$ cat src/rtl/hazard_pkg.sv
// Shared encodings and memory-FSM state type for the pipeline hazard controller.
package hazard_pkg;
  localparam logic [1:0] RES_ALU = 2'b00;
  localparam logic [1:0] RES_MEM = 2'b01;
  localparam logic [1:0] RES_PC4 = 2'b10;

  localparam logic [1:0] FWD_RF = 2'b00;
  localparam logic [1:0] FWD_W  = 2'b01;
  localparam logic [1:0] FWD_M  = 2'b10;

  localparam int NUM_OPS = 2;

  typedef enum logic [1:0] {RUN, WAIT, DONE} mem_state_t;
endpackage

$ cat src/rtl/hazard_unit_forward_sel.sv
// Operand forward select for one Execute source register; Memory beats Writeback.
module forward_sel
  import hazard_pkg::*;
(
  input  logic [4:0] rs_e,
  input  logic [4:0] rd_m,
  input  logic       reg_write_m,
  input  logic [4:0] rd_w,
  input  logic       reg_write_w,
  output logic [1:0] fwd
);
  always_comb begin
    fwd = FWD_RF;
    if (reg_write_m && rd_m != 5'd0 && rd_m == rs_e)
      fwd = FWD_M;
    else if (reg_write_w && rd_w != 5'd0 && rd_w == rs_e)
      fwd = FWD_W;
  end
endmodule

$ cat src/rtl/hazard_unit.sv
// Stall/flush/forward controller with multi-cycle memory FSM and saturating perf counters.
module hazard_unit
  import hazard_pkg::*;
#(
  parameter int DMEM_LAT = 1,
  parameter int CNT_W    = 32
) (
  input  logic             clk,
  input  logic             rst_n,
  input  logic [4:0]       Rs1_D,
  input  logic [4:0]       Rs2_D,
  input  logic [4:0]       Rs1_E,
  input  logic [4:0]       Rs2_E,
  input  logic [4:0]       Rd_E,
  input  logic [1:0]       ResultSrc_E,
  input  logic             PCSrc_E,
  input  logic [4:0]       Rd_M,
  input  logic             RegWrite_M,
  input  logic             MemAccess_M,
  input  logic [4:0]       Rd_W,
  input  logic             RegWrite_W,
  output logic             Stall_F,
  output logic             Stall_D,
  output logic             Stall_E,
  output logic             Stall_M,
  output logic             Flush_D,
  output logic             Flush_E,
  output logic             Flush_W,
  output logic [1:0]       ForwardA_E,
  output logic [1:0]       ForwardB_E,
  output logic [CNT_W-1:0] StallCount,
  output logic [CNT_W-1:0] FlushCount
);
  // WAIT burns DMEM_LAT-3 extra cycles on top of the RUN and last WAIT cycle.
  localparam logic [3:0] CNT_INIT = (DMEM_LAT > 2) ? 4'(DMEM_LAT - 3) : 4'd0;

  logic [NUM_OPS-1:0][4:0] rs_e;
  logic [NUM_OPS-1:0][1:0] fwd;

  assign rs_e = {Rs2_E, Rs1_E};

  for (genvar i = 0; i < NUM_OPS; i++) begin : g_fwd
    forward_sel u_fwd (
      .rs_e        (rs_e[i]),
      .rd_m        (Rd_M),
      .reg_write_m (RegWrite_M),
      .rd_w        (Rd_W),
      .reg_write_w (RegWrite_W),
      .fwd         (fwd[i])
    );
  end

  assign ForwardA_E = rst_n ? fwd[0] : FWD_RF;
  assign ForwardB_E = rst_n ? fwd[1] : FWD_RF;

  mem_state_t state, state_nxt;
  logic [3:0] cnt, cnt_nxt;
  logic       mstall;
  logic       lu;

  always_ff @(posedge clk or negedge rst_n) begin
    if (!rst_n) begin
      state <= RUN;
      cnt   <= 4'd0;
    end else begin
      state <= state_nxt;
      cnt   <= cnt_nxt;
    end
  end

  // DONE masks MemAccess_M: the finished access is still sitting in Memory.
  always_comb begin
    state_nxt = state;
    cnt_nxt   = cnt;
    mstall    = 1'b0;
    case (state)
      RUN: begin
        if (MemAccess_M && DMEM_LAT > 1) begin
          mstall = 1'b1;
          if (DMEM_LAT == 2) begin
            state_nxt = DONE;
          end else begin
            state_nxt = WAIT;
            cnt_nxt   = CNT_INIT;
          end
        end
      end
      WAIT: begin
        mstall = 1'b1;
        if (cnt == 4'd0) state_nxt = DONE;
        else             cnt_nxt   = cnt - 4'd1;
      end
      DONE:    state_nxt = RUN;
      default: state_nxt = RUN;
    endcase
  end

  assign lu = (ResultSrc_E == RES_MEM) && (Rd_E != 5'd0) &&
              ((Rd_E == Rs1_D) || (Rd_E == Rs2_D));

  always_comb begin
    Stall_F = 1'b0;
    Stall_D = 1'b0;
    Stall_E = 1'b0;
    Stall_M = 1'b0;
    Flush_D = 1'b0;
    Flush_E = 1'b0;
    Flush_W = 1'b0;
    if (rst_n) begin
      if (mstall) begin
        Stall_F = 1'b1;
        Stall_D = 1'b1;
        Stall_E = 1'b1;
        Stall_M = 1'b1;
        Flush_W = 1'b1;
      end else if (PCSrc_E) begin
        Flush_D = 1'b1;
        Flush_E = 1'b1;
      end else if (lu) begin
        Stall_F = 1'b1;
        Stall_D = 1'b1;
        Flush_E = 1'b1;
      end
    end
  end

  always_ff @(posedge clk or negedge rst_n) begin
    if (!rst_n) begin
      StallCount <= '0;
      FlushCount <= '0;
    end else begin
      if (Stall_F && StallCount != '1) StallCount <= StallCount + CNT_W'(1);
      if (Flush_D && FlushCount != '1) FlushCount <= FlushCount + CNT_W'(1);
    end
  end
endmodule
$ cat config.mk
export PLATFORM = sky130hd
export DESIGN_NAME = hazard_unit
export DESIGN_NICKNAME = d
export VERILOG_FILES = /design/src/rtl/hazard_pkg.sv /design/src/rtl/hazard_unit_forward_sel.sv /design/src/rtl/hazard_unit.sv
export SDC_FILE = /design/constraint.sdc
export NUM_CORES = 1
export LEC_CHECK = 0
export CAP_MARGIN = 5
export CORE_ASPECT_RATIO = 0.6
export CORE_MARGIN = 2
export CORE_UTILIZATION = 40
export CTS_CLUSTER_SIZE = 28
export DETAILED_ROUTE_END_ITERATION = 16
export GPL_TIMING_DRIVEN = 0
export PLACE_DENSITY = 0.71
export SYNTH_ARGS = -nofsm -noshare
export SYNTH_HDL_FRONTEND = slang
export SYNTH_SLANG_ARGS = --single-unit
$ cat constraint.sdc
create_clock -name clk -period 2.95 [get_ports clk]
set_clock_uncertainty 0.05 [all_clocks]
set_input_delay 0.59 -clock clk [delete_from_list [all_inputs] [get_ports clk]]
set_output_delay 0.59 -clock clk [all_outputs]
set_load 0.05 [all_outputs]
# Word-level counts from Yosys, hierarchy flattened

Index checks and enable logic that the tools add are counted.

Add/sub/neg operators: 3
Multipliers: 0
Divide/modulo/power cells: 0
$lt $le $gt $ge: 0
Equality and inequality tests: 11
Shift operators: 0
Muxes and demuxes: 21
Bitwise gates (word level): 2
Reduce and logical (&&, ||, !) cells: 18

Operator list:

| operator                | number |
|---|---|
| $add A32 B1 Y32 const B | 2 |
| $ne A32 B32 Y1 const B  | 2 |
| $eq A5 B5 Y1            | 6 |
| $mux W1                 | 15 |
| $reduce_bool A5 Y1      | 3 |
| $logic_and A1 B1 Y1     | 10 |
| $mux W2                 | 5 |
| $eq A2 B1 Y1 const B    | 2 |
| $logic_not A4 Y1        | 1 |
| $pmux W2 S2             | 1 |
| $reduce_and A2 Y1       | 2 |
| $sub A4 B1 Y4 const B   | 1 |
| $logic_not A2 Y1        | 1 |
| $ne A2 B2 Y1 const B    | 1 |
| $not A1 Y1              | 2 |
| $logic_or A1 B1 Y1      | 1 |

Flip-flop bits (word level): 70
Bits in latches: 0
Bits in writable memories: 0
Memory bits (read-only): 0
Output and inout port bits: 75
Logic and storage cells: 59
Memories: 0

# Logic depth before layout (Yosys ltp)

Depth in word-level cells: 8
Gate-level depth with buffers: 9
Gate-level depth less buffers: 7

# Hierarchy

Synthesis repeated with hierarchy kept, for this count alone.

Cell total of the unflattened synthesis: 353
Area total of the unflattened synthesis: 3582.2 µm²

Modules (own cells, without submodules):

| module      | instances | cells each | area each (µm²) | seq. area each (µm²) |
|---|---|---|---|---|
| hazard_unit | 1         | 313        | 3279.4          | 1601.5 |
| forward_sel | 2         | 20         | 151.4           | 0.0 |

# Worst setup path after synthesis

Ideal clock, no wire load.

Path kind: input to output
Start: in Rd_M[0]
End: out ForwardA_E[0]
Arrival: 2.941 ns
Required time: 2.310 ns
Setup slack: -0.631 ns
Stages: 4
Buffers on the path: 0
Cells stage by stage: or4_1 > o21ai_0 > nor4_1 > nor4_1

Word-level cells in the longest chain between the ends: 5
Elaborated cells between the ends (all ways): 6

Ends and longest elaborated chain:

| what                    | RTL line                      | text |
|---|---|---|
| start: declaration      | hazard_unit.sv:17             | `input logic [4:0] Rd_M,` |
| $reduce_bool A5 Y1      | hazard_unit_forward_sel.sv:14 | `if (reg_write_m && rd_m != 5'd0 && rd_m == rs_e)` |
| $logic_and A1 B1 Y1     | hazard_unit_forward_sel.sv:14 |  |
| $logic_and A1 B1 Y1 (*) | hazard_unit_forward_sel.sv:14 |  |
| $mux W2 (*)             | hazard_unit_forward_sel.sv:14 |  |
| $mux W2 (*)             | hazard_unit.sv:53             | `assign ForwardA_E = rst_n ? fwd[0] : FWD_RF;` |
| end: declaration        | hazard_unit.sv:29             | `output logic [1:0] ForwardA_E,` |

Every way passes the cells marked *; elsewhere a longest branch is shown, timed or not.

# Final worst setup path

Start: in Rd_M[0]
End: out ForwardB_E[0]

Word-level cells in the longest chain between the ends: 5
Elaborated cells between the ends (all ways): 6

Ends and longest elaborated chain:

| what                    | RTL line                      | text |
|---|---|---|
| $reduce_bool A5 Y1      | hazard_unit_forward_sel.sv:14 |  |
| $logic_and A1 B1 Y1     | hazard_unit_forward_sel.sv:14 |  |
| $logic_and A1 B1 Y1 (*) | hazard_unit_forward_sel.sv:14 |  |
| $mux W2 (*)             | hazard_unit_forward_sel.sv:14 |  |
| $mux W2 (*)             | hazard_unit.sv:54             | `assign ForwardB_E = rst_n ? fwd[1] : FWD_RF;` |
| end: declaration        | hazard_unit.sv:30             | `output logic [1:0] ForwardB_E,` |

Marked as above.

==> results.cfg <==
[run_status]
outcome = completed

[floorplanning]
coreArea_um2 = 8520
dieHeight_um = 76.7
io_pins = 118
dieArea_um2 = 9610
start_util_pct = 41.4
placementRows = 26
fp.dieW_um = 125

[logic_synthesis]
synth_adder_area_share_pct = 0.710
ys_warn_count = 0
synth_area_um2 = 3530
synth_compound_area_share_pct = 2.73
seq_area_frac_synth_pct = 45.4
synth_top_family_by_area = simple AND/OR/NAND/NOR gates
ys_dominant_reg_cell = dfrtp_1
synth-simple-area-share_pct = 25.9
synthArstFlopShare_pct = 100
synth-xor-area-share_pct = 22.1
netlist_instances = 356
avgSynthCellArea_um2 = 9.90
ys_seq_elements = 64
synthMuxAreaShare_pct = 0.426
synth_enable_flop_cells = 0
ys_types = 38

[cells_and_area]
fin_nets = 528
multi_input_area_um2 = 1940
fillers = 753
area_growth_pct = 48.2
antenna_cells = 0
drive_above_1_share_pct = 9.84
final_area_um2 = 5220
seq_area_um2 = 1600

[job]
drv_cap = 0

[worst_setup_path]
crit_family = simple AND/OR/NAND/NOR gates
worstSetupPathType = in -> out
worst-path-buf-inv = 2
cp_common_cell = nor4_4
rrSetupSlack_ns = 0.45
start_kind = primary input
slowest_delay_ns = 0.59
rr_worst_depth = 7
r2r_end = FlushCount[17]
crit_path_end_kind = output port
worstPathMaxFanout = 3
required_ns = 2.31
worstPathCellList = dlygate4sd2_1, or4_1, o21ai_4, nor4_4, nor4_4, buf_6
crit_arrival_ns = 2.23
r2r-start = FlushCount[19]
cp_slowest_cell = or4_1

[sta]
period_share_pct = 97.3
finalMaxSlewViolations = 0
fmax_ghz = 0.348
worst_pin_slew_ns = 0.535
relSlewSlack_pct = 64.2
fin_crit_ns = 2.87
whs_ns = 0.110
setup_viol = 0
hold_violations = 0

[power]
sw_frac_of_total_pct = 29.4
p_leak_uw = 0.00226
vdd_ir_drop_max_mv = 0.311
pwr-share-comb_pct = 20.0
p_per_area_nw_per_um2 = 512
p_int_uw = 1890
p_sw_uw = 786
p_clk_share_pct = 42.6
seq_power_share_pct = 37.4

[grt]
antenna_found_initial = 0
overflow = 0
grt_max_degree = 73
grt.total_usage_pct = 20.8
grt_pass1_vias = 2945
grt_pass1_wl_mm = 15.9

[placed_design]
io_buffers = 113
dp_hpwl_mm = 7.24
dpl_cell_area_um2 = 4830
gp_congestion = 0.853

[clock_tree]
clockBufferDepth = 2
cts_tree = done
cts_sinks = 64
cts_made_buffers = 9
clockRootBuffer = clkbuf_16
clk_latency_ns = 0.33
cts.clk_slew.worst_paths_ns = 0.05
h-tree-depth = 3

[drt]
ant_nets = 0
vias_per_cell = 5.22
drc = 0
drt_iter0_markers = 202
vias = 3133
wl_per_cell_um = 16.0
wl_mm = 9.58
first_pass_iters = 5

[hold_path]
hold_class = in -> async
-- cell families (layout without fill, tap and decap cells) --
kind of cell               count (synthesis)  after routing
AOI/OAI and AO/OA                         14             14
xor gates and xnor gates                  89             89
adders and majority gates                  2              2
buffers and inverters                     18            148
DFF                                       64             64
muxes                                      1              1
other                                      1              3
and+or+nand+nor                          167            167
-- power groups by stage --
stage               clock [µW]  combinational, µW  sequential, µW
floorplan                    0                133            1170
global placement             0                518            1010
detailed placement           0                529            1010
CTS                       1160                536             999
global route              1210                568            1010
finish                    1140                535            1000
-- worst register-to-register path, stage by stage (launching register included) --
cell and delay (ns):
dfrtp_1 0.39, and3_1 0.28, nand3_1 0.32, nor4_1 0.55, nand2b_1 0.25, buf_2 0.27, nor3_1 0.10, xor2_1 0.15
-- cell usage in the layout (no fill, tap or decap), drive strengths merged, types with 2 or more instances in the layout --
master and count:
o21ai 2, o21a 2, conb 3, clkbuf 15, nand2b 2, a31oi 3
nor2b 2, clkinv 3, or4 6, nor2 21, and2 6, nor4 8
ha 2, inv 9, xnor2 50, nand4 20, bufinv 2, and4 9
buf 13, and4b 2, clkdlybuf4s50 90, dfrtp 64, dlymetal6s2s 4, nand3 22
dlygate4sd2 11, or3 3, xor2 39, or2 3, nor3 15, nand2 34
nor4b 2, o211ai 3, and3 12
-- final cells by class --
cell class	instances	share of cell area, %
plain buffers	9	1.10
clock buffers	10	4.57
clock inverters	6	1.58
inverters	9	0.647
multi-input cells	276	37.1
flip-flops and latches	64	30.7
well taps	112	2.68
repair buffers	114	21.6
-- cell usage after synthesis, drive strengths merged (2+ instances only) --
cell type | instances | area (µm²)
and2 | 6 | 37.5
nand2 | 34 | 128
and4b | 2 | 20.0
xor2 | 39 | 342
nor2b | 2 | 12.5
or3 | 3 | 18.8
nand3 | 22 | 115
xnor2 | 50 | 438
o21a | 2 | 15.0
nand4 | 20 | 125
clkbuf | 3 | 11.3
nand2b | 2 | 12.5
a31oi | 3 | 18.8
or4 | 6 | 48.8
and4 | 9 | 78.8
and3 | 12 | 76.3
ha | 2 | 25.0
o211ai | 3 | 22.5
dfrtp | 64 | 1600
or2 | 3 | 18.8
nor4b | 2 | 17.5
nor2 | 21 | 78.8
o21ai | 2 | 10.0
nor3 | 15 | 75.1
inv | 9 | 33.8
nor4 | 8 | 50.1
buf | 6 | 46.3
-- stage by stage --
| step | utilization (%) | setup TNS, ns | worst slack [ns] | cells | power [µW] |
|---|---|---|---|---|---|
| 6_report | 61.3 | 0 | 0.0790 | 600 | 2680 |
| 5_1_grt | 61.3 | -0.00903 | -0.00903 | 600 | 2790 |
| 4_1_cts | 61.0 | 0 | 0.00708 | 600 | 2690 |
| 3_5_place_dp | 56.7 | -6.30 | -0.912 | 583 | 1540 |
| 3_3_place_gp | 56.7 | -222.64 | -3.25 | 583 | 1530 |
| 2_1_floorplan | - | 0 | 0.162 | 358 | 1310 |
-- sequential cells by signal (all words and copies together), names as in the netlist --
register and flops:
FlushCount 32, StallCount 32
-- metal layers --
layer / wire [µm] / GRT usage (%) / vias up
li1: - / - / 1509
met1: 4880 / 30.9 / 1527
met2: 4080 / 29.3 / 84
met3: 487 / 6.14 / 13
met4: 127 / 5.56 / 0
met5: 0 / 0 / -
-- worst max-delay path by stage --
| stage | start | endpoint | slack [ns] | depth (start not counted) |
|---|---|---|---|---|
| 3_3_place_gp | rst_n | ForwardB_E[0] | -3.25 | 5 |
| 5_1_grt | Rd_M[0] | ForwardA_E[0] | -0.009 | 6 |
| 4_1_cts | Rd_W[1] | ForwardB_E[0] | 0.007 | 5 |
| 3_5_place_dp | rst_n | ForwardB_E[0] | -0.91 | 5 |
| 6_report | Rd_M[0] | ForwardB_E[0] | 0.08 | 6 |
| 2_1_floorplan | Rd_E[1] | Stall_F | 0.16 | 5 |
-- timing repair --
action | in CTS | in global routing
gates resized for setup | 66 | 8
hold endpoints to repair | 0 | 0
setup buffers | 1 | 0
endpoints found under the setup margin | 8 | 5
hold buffers | 0 | 0
pin swaps | 2 | 2
Note: power is estimated with default switching activity, not from simulation.
